[src/rtl/interrupt_dispatch.sv]
// interrupt_dispatch: owns the interrupt master enable (IME, with EI delay,
// DI and RETI), picks the highest-priority pending IF&IE source and runs the
// 5-M-cycle dispatch (WAIT0, WAIT1, PUSH_HI, PUSH_LO, JUMP). Also produces the
// HALT wake signal.
//
// Optional feature macro: IRQ_LATE_VECTOR_EN
//   undefined : the serviced source is latched when the dispatch starts.
//   defined   : the source is re-evaluated on the PUSH_HI -> PUSH_LO strobe;
//               if nothing is pending then, the dispatch jumps to 16'h0000
//               and clears no IF bit.
module interrupt_dispatch #(
  parameter logic [15:0] VECTOR_BASE = 16'h0040
) (
  input  logic        clk,
  input  logic        rst_n,
  input  logic        mcycle_en,
  input  logic [4:0]  int_flag,
  input  logic [4:0]  int_enable,
  input  logic        ei,
  input  logic        di,
  input  logic        reti,
  input  logic        instr_boundary,
  input  logic        halt,
  input  logic [15:0] pc,
  input  logic [15:0] sp,
  output logic        ime,
  output logic        dispatch,
  output logic        stack_we_l,
  output logic [15:0] stack_addr,
  output logic [7:0]  stack_data,
  output logic        pc_load,
  output logic        sp_load,
  output logic [15:0] pc_value,
  output logic [15:0] sp_value,
  output logic [4:0]  if_clear,
  output logic        wake
);

  typedef enum logic [2:0] {
    ST_IDLE,
    ST_WAIT0,
    ST_WAIT1,
    ST_PUSH_HI,
    ST_PUSH_LO,
    ST_JUMP
  } state_t;

  state_t      state_q, state_d;
  logic [4:0]  pending;
  logic [2:0]  pend_idx;
  logic        pend_any;
  logic        start;
  logic        ei_armed;
  logic [15:0] pc_q, sp_q;
  logic [2:0]  src_q;
  logic [15:0] vector;
  logic [4:0]  clear_mask;

  // next-cycle values of the registered outputs
  logic        dispatch_d, stack_we_l_d, pc_load_d, sp_load_d;
  logic [15:0] stack_addr_d, pc_value_d, sp_value_d;
  logic [7:0]  stack_data_d;
  logic [4:0]  if_clear_d;

  assign pending  = int_flag & int_enable;
  assign pend_any = |pending;
  assign start    = (state_q == ST_IDLE) && instr_boundary && ime && pend_any;

  // Priority encoder: the lowest set pending bit wins.
  always_comb begin
    // NOTE: every always_comb output gets a default first so no path leaves
    // it unassigned, which would otherwise infer a latch.
    pend_idx = 3'd0;
    for (int i = 4; i >= 0; i--) begin
      if (pending[i]) pend_idx = 3'(i);
    end
  end

  // IME and the one-boundary EI delay; decode pulses are ignored mid-dispatch.
  always_ff @(posedge clk or negedge rst_n) begin
    // NOTE: sequential state uses non-blocking assignments so every register
    // samples pre-edge values regardless of statement order.
    if (!rst_n) begin
      ime      <= 1'b0;
      ei_armed <= 1'b0;
    end else if (mcycle_en) begin
      if (start) begin
        ime      <= 1'b0;
        ei_armed <= 1'b0;
      end else if (!dispatch) begin
        if (di) begin
          ime      <= 1'b0;
          ei_armed <= 1'b0;
        end else if (reti) begin
          ime      <= 1'b1;
          ei_armed <= 1'b0;
        end else if (ei && !ime) begin
          ei_armed <= 1'b1;
        end else if (ei_armed && instr_boundary) begin
          // The boundary that fetches the instruction after EI enables IME,
          // so the following boundary is the first one that can be preempted.
          ime      <= 1'b1;
          ei_armed <= 1'b0;
        end
      end
    end
  end

  // Capture PC/SP at entry and latch the serviced source.
`ifdef IRQ_LATE_VECTOR_EN
  logic src_valid_q;

  always_ff @(posedge clk or negedge rst_n) begin
    if (!rst_n) begin
      pc_q        <= 16'h0000;
      sp_q        <= 16'h0000;
      src_q       <= 3'd0;
      src_valid_q <= 1'b0;
    end else if (mcycle_en) begin
      if (start) begin
        pc_q <= pc;
        sp_q <= sp;
      end
      if (state_q == ST_PUSH_HI) begin
        src_q       <= pend_idx;
        src_valid_q <= pend_any;
      end
    end
  end

  assign vector     = src_valid_q ? (VECTOR_BASE + {10'd0, src_q, 3'd0}) : 16'h0000;
  assign clear_mask = src_valid_q ? (5'b00001 << src_q) : 5'b00000;
`else
  always_ff @(posedge clk or negedge rst_n) begin
    if (!rst_n) begin
      pc_q  <= 16'h0000;
      sp_q  <= 16'h0000;
      src_q <= 3'd0;
    end else if (mcycle_en && start) begin
      pc_q  <= pc;
      sp_q  <= sp;
      src_q <= pend_idx;
    end
  end

  assign vector     = VECTOR_BASE + {10'd0, src_q, 3'd0};
  assign clear_mask = 5'b00001 << src_q;
`endif

  // State register.
  always_ff @(posedge clk or negedge rst_n) begin
    if (!rst_n) state_q <= ST_IDLE;
    else if (mcycle_en) state_q <= state_d;
  end

  // Next state plus the output values that state will present.
  always_comb begin
    state_d      = state_q;
    dispatch_d   = 1'b0;
    stack_we_l_d = 1'b1;
    stack_addr_d = 16'h0000;
    stack_data_d = 8'h00;
    pc_load_d    = 1'b0;
    sp_load_d    = 1'b0;
    pc_value_d   = 16'h0000;
    sp_value_d   = 16'h0000;
    if_clear_d   = 5'b00000;

    case (state_q)
      ST_IDLE:    if (start) state_d = ST_WAIT0;
      ST_WAIT0:   state_d = ST_WAIT1;
      ST_WAIT1:   state_d = ST_PUSH_HI;
      ST_PUSH_HI: state_d = ST_PUSH_LO;
      ST_PUSH_LO: state_d = ST_JUMP;
      ST_JUMP:    state_d = ST_IDLE;
      default:    state_d = ST_IDLE;
    endcase

    dispatch_d = (state_d != ST_IDLE);

    case (state_d)
      ST_PUSH_HI: begin
        stack_we_l_d = 1'b0;
        stack_addr_d = sp_q - 16'd1;
        stack_data_d = pc_q[15:8];
      end
      ST_PUSH_LO: begin
        stack_we_l_d = 1'b0;
        stack_addr_d = sp_q - 16'd2;
        stack_data_d = pc_q[7:0];
      end
      ST_JUMP: begin
        pc_load_d  = 1'b1;
        pc_value_d = vector;
        sp_load_d  = 1'b1;
        sp_value_d = sp_q - 16'd2;
        if_clear_d = clear_mask;
      end
      default: ;
    endcase
  end

  // Output registers: each value holds for the whole M-cycle of its state.
  always_ff @(posedge clk or negedge rst_n) begin
    if (!rst_n) begin
      dispatch   <= 1'b0;
      stack_we_l <= 1'b1;
      stack_addr <= 16'h0000;
      stack_data <= 8'h00;
      pc_load    <= 1'b0;
      sp_load    <= 1'b0;
      pc_value   <= 16'h0000;
      sp_value   <= 16'h0000;
      if_clear   <= 5'b00000;
      wake       <= 1'b0;
    end else if (mcycle_en) begin
      dispatch   <= dispatch_d;
      stack_we_l <= stack_we_l_d;
      stack_addr <= stack_addr_d;
      stack_data <= stack_data_d;
      pc_load    <= pc_load_d;
      sp_load    <= sp_load_d;
      pc_value   <= pc_value_d;
      sp_value   <= sp_value_d;
      if_clear   <= if_clear_d;
      // Wake is independent of IME: with IME=0 the CPU just resumes.
      wake       <= halt & pend_any;
    end
  end

endmodule

[config.mk]
export PLATFORM = sky130hd
export DESIGN_NAME = interrupt_dispatch
export DESIGN_NICKNAME = d
export VERILOG_FILES = /design/src/rtl/interrupt_dispatch.sv
export SDC_FILE = /design/constraint.sdc
export NUM_CORES = 1
export LEC_CHECK = 0
export ABC_CLOCK_PERIOD_IN_PS = 2700
export BUFFER_PORTS_ARGS = -buffer_cell sky130_fd_sc_hd__buf_2
export CAP_MARGIN = 0
export CORE_ASPECT_RATIO = 1.4
export CORE_MARGIN = 4
export CORE_UTILIZATION = 53
export DETAILED_ROUTE_END_ITERATION = 7
export PLACE_DENSITY_LB_ADDON = 0.08
export SLEW_MARGIN = 10
export SYNTH_ARGS = -nofsm -noshare
export SYNTH_HDL_FRONTEND = slang
export SYNTH_SLANG_ARGS = --single-unit
[constraint.sdc]
create_clock -name clk -period 2.7 [get_ports clk]
set_input_delay 0.54 -clock clk [delete_from_list [all_inputs] [get_ports clk]]
set_output_delay 0.54 -clock clk [all_outputs]
set_load 0.02 [all_outputs]
==> flow_summary.json, run 1 <==
{
  "routed_wl_mm": 10.0,
  "final_antenna_net_count": 0,
  "period_needed_ns": 2.33,
  "drive_gt1_share_pct": 35.6,
  "layout_setup_ws_ns": 0.373,
  "syn_inst": 371,
  "finalNonFillerCells": 574,
  "dr.pass1.iters": 5,
  "worstPathRequired_ns": 2.93,
  "core_mm2": 0.00815,
  "switching_share_pct": 35.8,
  "critical-path-slowest-cell": "or4b_1",
  "drv_cap": 0,
  "finClkSkew_ns": 0.00479,
  "gp_routability_congestion": 0.820,
  "cts_tree": "done",
  "synth.avg_cell_area_um2": 11.9,
  "worst-path-max-fanout": 7,
  "grt_max_degree": 59,
  "setup-tns-final_ns": 0,
  "power.switching_w": 0.00185,
  "grt_pass1_wl_mm": 16.2,
  "maxSlewHeadroom_pct": 59.9,
  "finalMaxSlewViolations": 0,
  "p_seq_share_pct": 42.0,
  "die_h_um": 116,
  "internal-power_w": 0.00332,
  "critPathArrivalTime_ns": 2.55,
  "drcViolationCount": 0,
  "cp-end-kind": "flop",
  "cts_root_buf": "clkbuf_16",
  "initial_core_util_pct": 54.2,
  "h-tree-depth": 3,
  "clk_latency_ns": 0.34,
  "numClockSinks": 92,
  "gr-total-overflow": 0,
  "viasPerCell": 5.60,
  "maxClockFrequency_mhz": 430,
  "synth_cell_type_count": 55,
  "clockPowerShare_pct": 26.0,
  "pre_cts_slack_ns": 0.402,
  "numCtsBuffers": 9,
  "worstSetupPathType": "flop to flop",
  "gr-usage-all-layers_pct": 21.2,
  "tightest_slew_ns": 0.601,
  "fp-row-count": 39,
  "antenna_found_initial": 0,
  "power_w": 0.00517,
  "syn_area_mm2": 0.00442,
  "setup_viol": 0,
  "crit_family": "simple AND/OR/NAND/NOR gates",
  "yosysWarnings": 0,
  "combPwrFrac_pct": 32.0,
  "hold_viol": 0,
  "via_count": 3213,
  "io_pins": 117,
  "vdd_drop_max_v": 0.000509,
  "syn2layout_area_growth_pct": 19.3,
  "cts_max_path_buffers": 2,
  "hp-class": "primary input to asynchronous set/reset pin",
  "port_buffers": 104,
  "synth-seq-cells": 92,
  "ys_seq_area_share_pct": 52.1,
  "diodes": 0,
  "power.leakage_nw": 2.67,
  "clk_pin_slew_ns": 0.06,
  "dieArea_mm2": 0.00989,
  "ctsResizeCount": 0,
  "synth-edff-count": 0,
  "rsz0062_at_grt": "false",
  "path_buf_inv": 1,
  "first_global_vias": 3261,
  "drt_iter0_drc": 177,
  "cp-start-kind": "flop",
  "status": "finished clean",
  "post_cts_buffers": 0,
  "final_nets": 520,
  "place_inst": 558,
  "async_flop_share_pct": 100,
  "fin_crit_sh_pct": 86.2,
  "dp_hpwl_mm": 7.05,
  "ctsHoldBuffers": 0,
  "powerDensity_mw_per_mm2": 980,
  "max_stage_delay_ns": 0.65,
  "die_w_um": 85.2,
  "worstPathCellList": "inv_1 -> ha_1 -> or4b_1 -> nor4_4 -> xor2_1 -> a22o_1",
  "yosys_most_used_dff": "dfrtp_1",
  "fin_util_pct": 64.7,
  "post_drt_wl_per_cell_um": 17.5
}
metrics by stage:
stage	instance area, µm²	hold slack [ns]
2_1_floorplan	4460	0.244
5_1_grt	5270	0.178
6_report	5270	0.154
3_5_place_dp	4950	0.463
4_1_cts	5270	0.166
3_3_place_gp	4950	0.459
power by group through the flow:
stage          Combinational (W)  Sequential (W)  Clock [W]
6_report                 0.00165         0.00217    0.00134
5_1_grt                  0.00182         0.00224    0.00143
4_1_cts                  0.00167         0.00217    0.00137
3_5_place_dp             0.00166         0.00219          0
3_3_place_gp             0.00163         0.00218          0
2_1_floorplan            0.00116         0.00217          0
final timing paths:
kind,cells past startpoint,endpoint,slack [ns],start
hold / removal,1,wake$_DFFE_PN0P_,0.15,rst_n
setup reg to reg,6,sp_value[15]$_DFFE_PN0P_,0.37,sp_q[1]$_DFFE_PN0P_
setup / recovery,6,sp_value[15]$_DFFE_PN0P_,0.37,sp_q[1]$_DFFE_PN0P_
min in group clk,2,sp_q[7]$_DFFE_PN0P_,0.43,sp[7]
hold reg to reg,1,wake$_DFFE_PN0P_,0.47,wake$_DFFE_PN0P_
max in group asynchronous,2,stack_we_l$_DFFE_PN1P_,1.83,rst_n
synth_stat cells (all sizes together), types with 2 or more instances:
cell / n / area, µm²
a21o: 2 / 15.0
a21oi: 2 / 10.0
a22o: 13 / 114
a22oi: 3 / 22.5
a31oi: 3 / 18.8
a32o: 4 / 40.0
and3: 3 / 18.8
buf: 25 / 193
clkbuf: 16 / 60.1
dfrtp: 91 / 2280
ha: 3 / 37.5
inv: 7 / 26.3
mux2: 31 / 349
mux2i: 10 / 100
nand2: 14 / 52.6
nand3: 8 / 40.0
nand3b: 2 / 15.0
nand4: 3 / 18.8
nor2: 17 / 63.8
nor2b: 7 / 43.8
nor3: 8 / 40.0
nor4: 5 / 58.8
nor4b: 2 / 32.5
o2111ai: 2 / 17.5
o211ai: 2 / 15.0
o21ai: 11 / 55.1
o2bb2ai: 29 / 254
o311ai: 2 / 17.5
or4: 3 / 26.3
xnor2: 6 / 52.6
xor2: 20 / 175
final cells by class:
cell class	instances	area, µm²
Fill cell	694	2880
Sequential cell	92	2300
Multi-Input combinational cell	242	1880
Timing Repair Buffer	115	618
Clock buffer	12	246
Tap cell	102	128
Clock inverter	4	72.6
Inverter	7	26.3
layer usage:
| metal | global-route usage (%) | routed length (µm) | share of wire (%) | vias up |
|---|---|---|---|---|
| met5 | 0 | 0 | 0 | - |
| met4 | 7.39 | 147 | 1.5 | 0 |
| met3 | 5.97 | 615 | 6.1 | 10 |
| met2 | 35.1 | 5040 | 50 | 86 |
| met1 | 26.7 | 4230 | 42 | 1588 |
| li1 | - | - | - | 1529 |
registers in the layout, indices dropped and copies added, names as in the netlist:
name and flops:
pc_q 16, sp_q 16, sp_value 16, stack_addr 16, stack_data 8, if_clear 5, pc_value 4, src_q 3
state_q 3, dispatch 1, ei_armed 1, ime 1, stack_we_l 1, wake 1
cell usage in the layout (no fill, tap or decap), types with 3 or more instances in the layout:
| cell type | instances |
|---|---|
| buf_2 | 103 |
| dfrtp_1 | 91 |
| mux2_2 | 31 |
| o2bb2ai_1 | 29 |
| xor2_1 | 20 |
| nor2_1 | 17 |
| nand2_1 | 14 |
| a22o_1 | 13 |
| conb_1 | 12 |
| o21ai_0 | 11 |
| buf_4 | 11 |
| mux2i_1 | 10 |
| clkbuf_16 | 9 |
| nor3_1 | 8 |
| nand3_1 | 8 |
| inv_1 | 7 |
| nor2b_1 | 7 |
| xnor2_1 | 6 |
| a32o_1 | 4 |
| and3_1 | 3 |
| a22oi_1 | 3 |
| nand4_1 | 3 |
| a31oi_1 | 3 |
| ha_1 | 3 |
kinds of logic after synthesis:
group / Yosys count / share of synthesized area [%]
compound gates: 80 / 14.4
xor+xnor: 26 / 5.15
other cells: 1 / 0.0848
flops: 92 / 52.1
fa+ha+maj: 3 / 0.849
buf+inv: 48 / 6.31
mux: 41 / 10.2
simple gates: 80 / 11.0
(Power assumes the default switching activity.)
==> run 2, diff against run 1 <==
--- a/config.mk
+++ b/config.mk
@@ -12,3 +12,5 @@
 export CORE_MARGIN = 4
-export CORE_UTILIZATION = 53
+export CORE_UTILIZATION = 55
+export CTS_BUF_LIST = sky130_fd_sc_hd__clkbuf_4 sky130_fd_sc_hd__clkbuf_8
+export CTS_CLUSTER_SIZE = 10
 export DETAILED_ROUTE_END_ITERATION = 7
==> constraint.sdc (replaced) <==
create_clock -name clk -period 2.7 [get_ports clk]
set_input_delay 0 -clock clk [delete_from_list [all_inputs] [get_ports clk]]
set_output_delay 0 -clock clk [all_outputs]
set_load 0.02 [all_outputs]
==> run 2 against run 1 <==
Hold slack lost 0.074 ns. Largest power group unchanged. Largest cell class unchanged. Highest routed layer unchanged. Via count grew 4.7%. Wire length rose by 2.3%. Sequential share of layout area shrank 2.3 points. Combinational power up 3%.
==> flow_summary.json, run 2 (synthesis results as in run 1) <==
{
  "clockPowerShare_pct": 20.9,
  "syn2layout_area_growth_pct": 26.1,
  "fp-row-count": 38,
  "dp_hpwl_mm": 7.06,
  "gp_routability_congestion": 0.785,
  "port_buffers": 104,
  "worst-path-max-fanout": 7,
  "worstPathCellList": "inv_1 -> ha_1 -> or4b_1 -> nor4_4 -> xor2_1 -> a22o_1",
  "dieArea_mm2": 0.00956,
  "hp-class": "primary input to flop",
  "maxClockFrequency_mhz": 426,
  "period_needed_ns": 2.35,
  "io_pins": 117,
  "finClkSkew_ns": 0.00798,
  "internal-power_w": 0.00309,
  "cp-start-kind": "flop",
  "power.leakage_nw": 2.80,
  "mostFrequentLayoutCells": "buf_2 (103), dfrtp_1 (91), dlygate4sd3_1 (41), mux2_2 (31), o2bb2ai_1 (29)",
  "critical-path-slowest-cell": "or4b_1",
  "setup_viol": 0,
  "vdd_drop_max_v": 0.000548,
  "cts_max_path_buffers": 2,
  "power.switching_w": 0.00181,
  "dr.pass1.iters": 4,
  "min_to": "src_q[0]$_DFFE_PN0P_",
  "diodes": 0,
  "drive_gt1_share_pct": 32.9,
  "numClockSinks": 92,
  "clk_latency_ns": 0.35,
  "gr-usage-all-layers_pct": 22.0,
  "reg2reg_slack_ns": 0.35,
  "reg2regPathDepth": 6,
  "die_w_um": 83.8,
  "drt_iter0_drc": 166,
  "numCtsBuffers": 9,
  "grt_max_degree": 41,
  "final_antenna_net_count": 0,
  "r2r-end": "sp_value[15]$_DFFE_PN0P_",
  "cp-end-kind": "flop",
  "worstPathRequired_ns": 2.94,
  "viasPerCell": 5.51,
  "powerDensity_mw_per_mm2": 878,
  "p_seq_share_pct": 44.3,
  "final_nets": 559,
  "grt_pass1_wl_mm": 16.9,
  "tightest_slew_ns": 0.619,
  "fin_crit_sh_pct": 87.0,
  "status": "finished clean",
  "switching_share_pct": 36.9,
  "ctsResizeCount": 0,
  "final_common_cell": "buf_2",
  "rsz0062_at_grt": "false",
  "maxSlewHeadroom_pct": 58.6,
  "drv_cap": 0,
  "worstSetupPathType": "flop to flop",
  "cts_root_buf": "clkbuf_8",
  "clk_pin_slew_ns": 0.09,
  "gr-total-overflow": 0,
  "die_h_um": 114,
  "via_count": 3365,
  "first_global_vias": 3508,
  "hold_viol": 0,
  "finalMaxSlewViolations": 0,
  "h-tree-depth": 3,
  "whs_path_depth": 3,
  "hold_path_startpoint": "int_enable[0]",
  "drcViolationCount": 0,
  "fin_util_pct": 71.5,
  "routed_wl_mm": 10.3,
  "post_drt_wl_per_cell_um": 16.8,
  "setup-tns-final_ns": 0,
  "combPwrFrac_pct": 34.7,
  "reg2reg_from": "sp_q[1]$_DFFE_PN0P_",
  "antenna_found_initial": 0,
  "max_stage_delay_ns": 0.66,
  "post_cts_buffers": 0,
  "cts_tree": "done",
  "core_mm2": 0.00780,
  "critPathArrivalTime_ns": 2.59,
  "initial_core_util_pct": 56.7
}
[run 2: timing repair]
item                                    4_1_cts  5_1_grt
endpoints found under the hold margin        75        0
endpoints found under the setup margin        0        0
hold buffers                                 41        0
[run 2: how the worst max path moves through the flow]
stage	start	end
floorplan	sp_q[1]$_DFFE_PN0P_	sp_value[15]$_DFFE_PN0P_
global placement	sp_q[1]$_DFFE_PN0P_	sp_value[15]$_DFFE_PN0P_
detailed placement	sp_q[1]$_DFFE_PN0P_	sp_value[15]$_DFFE_PN0P_
CTS	sp_q[1]$_DFFE_PN0P_	sp_value[15]$_DFFE_PN0P_
global route	state_q[1]$_DFFE_PN0P_	src_q[2]$_DFFE_PN0P_
finish	sp_q[1]$_DFFE_PN0P_	sp_value[15]$_DFFE_PN0P_
[run 2: final cells by class]
| cell class | count | area, µm² |
|---|---|---|
| sequential | 92 | 2300 |
| fill | 588 | 2220 |
| multi-input combinational | 242 | 1880 |
| timing repair buffer | 154 | 1010 |
| clock buffer | 12 | 153 |
| tap | 100 | 125 |
| clock inverter | 4 | 72.6 |
| inverter | 7 | 26.3 |
[run 2: critical path, delay by kind of cell, from the launching register on]
kind / cells / cell delay (ns)
AND/OR/NAND/NOR: 2 / 0.99
flip-flops: 1 / 0.47
adder cells (fa/ha/maj): 1 / 0.29
buffers and inverters: 1 / 0.20
AO/OA/AOI/OAI: 1 / 0.20
XOR/XNOR: 1 / 0.09
[run 2: power by group through the flow]
stage                     clock network, W  registers [W]  logic, W
after floorplan                          0        0.00217   0.00116
after global placement                   0        0.00217   0.00162
after detailed placement                 0        0.00218   0.00164
after CTS                          0.00105        0.00216   0.00171
after global routing               0.00110        0.00223   0.00187
final                              0.00102        0.00217   0.00170
[run 2: metal layers]
metal | up-vias | routed length [µm] | track usage, %
met1 | 1666 | 4340 | 26.8
met5 | - | 0 | 0
met2 | 92 | 5280 | 39.4
met4 | 0 | 131 | 6.87
met3 | 14 | 502 | 4.32
li1 | 1593 | - | -
[run 2: metrics by stage]
stage / total power [W] / hold WS (ns) / std cells / area [µm²] / setup slack (ns)
detailed placement: 0.00383 / 0.00606 / 554 / 4940 / 0.375
global route: 0.00519 / 0.101 / 611 / 5570 / 0.170
CTS: 0.00492 / 0.0607 / 611 / 5570 / 0.337
global placement: 0.00379 / 0.0113 / 554 / 4940 / 0.461
finish: 0.00489 / 0.0808 / 611 / 5570 / 0.351
floorplan: 0.00334 / -0.296 / 382 / 4460 / 0.645
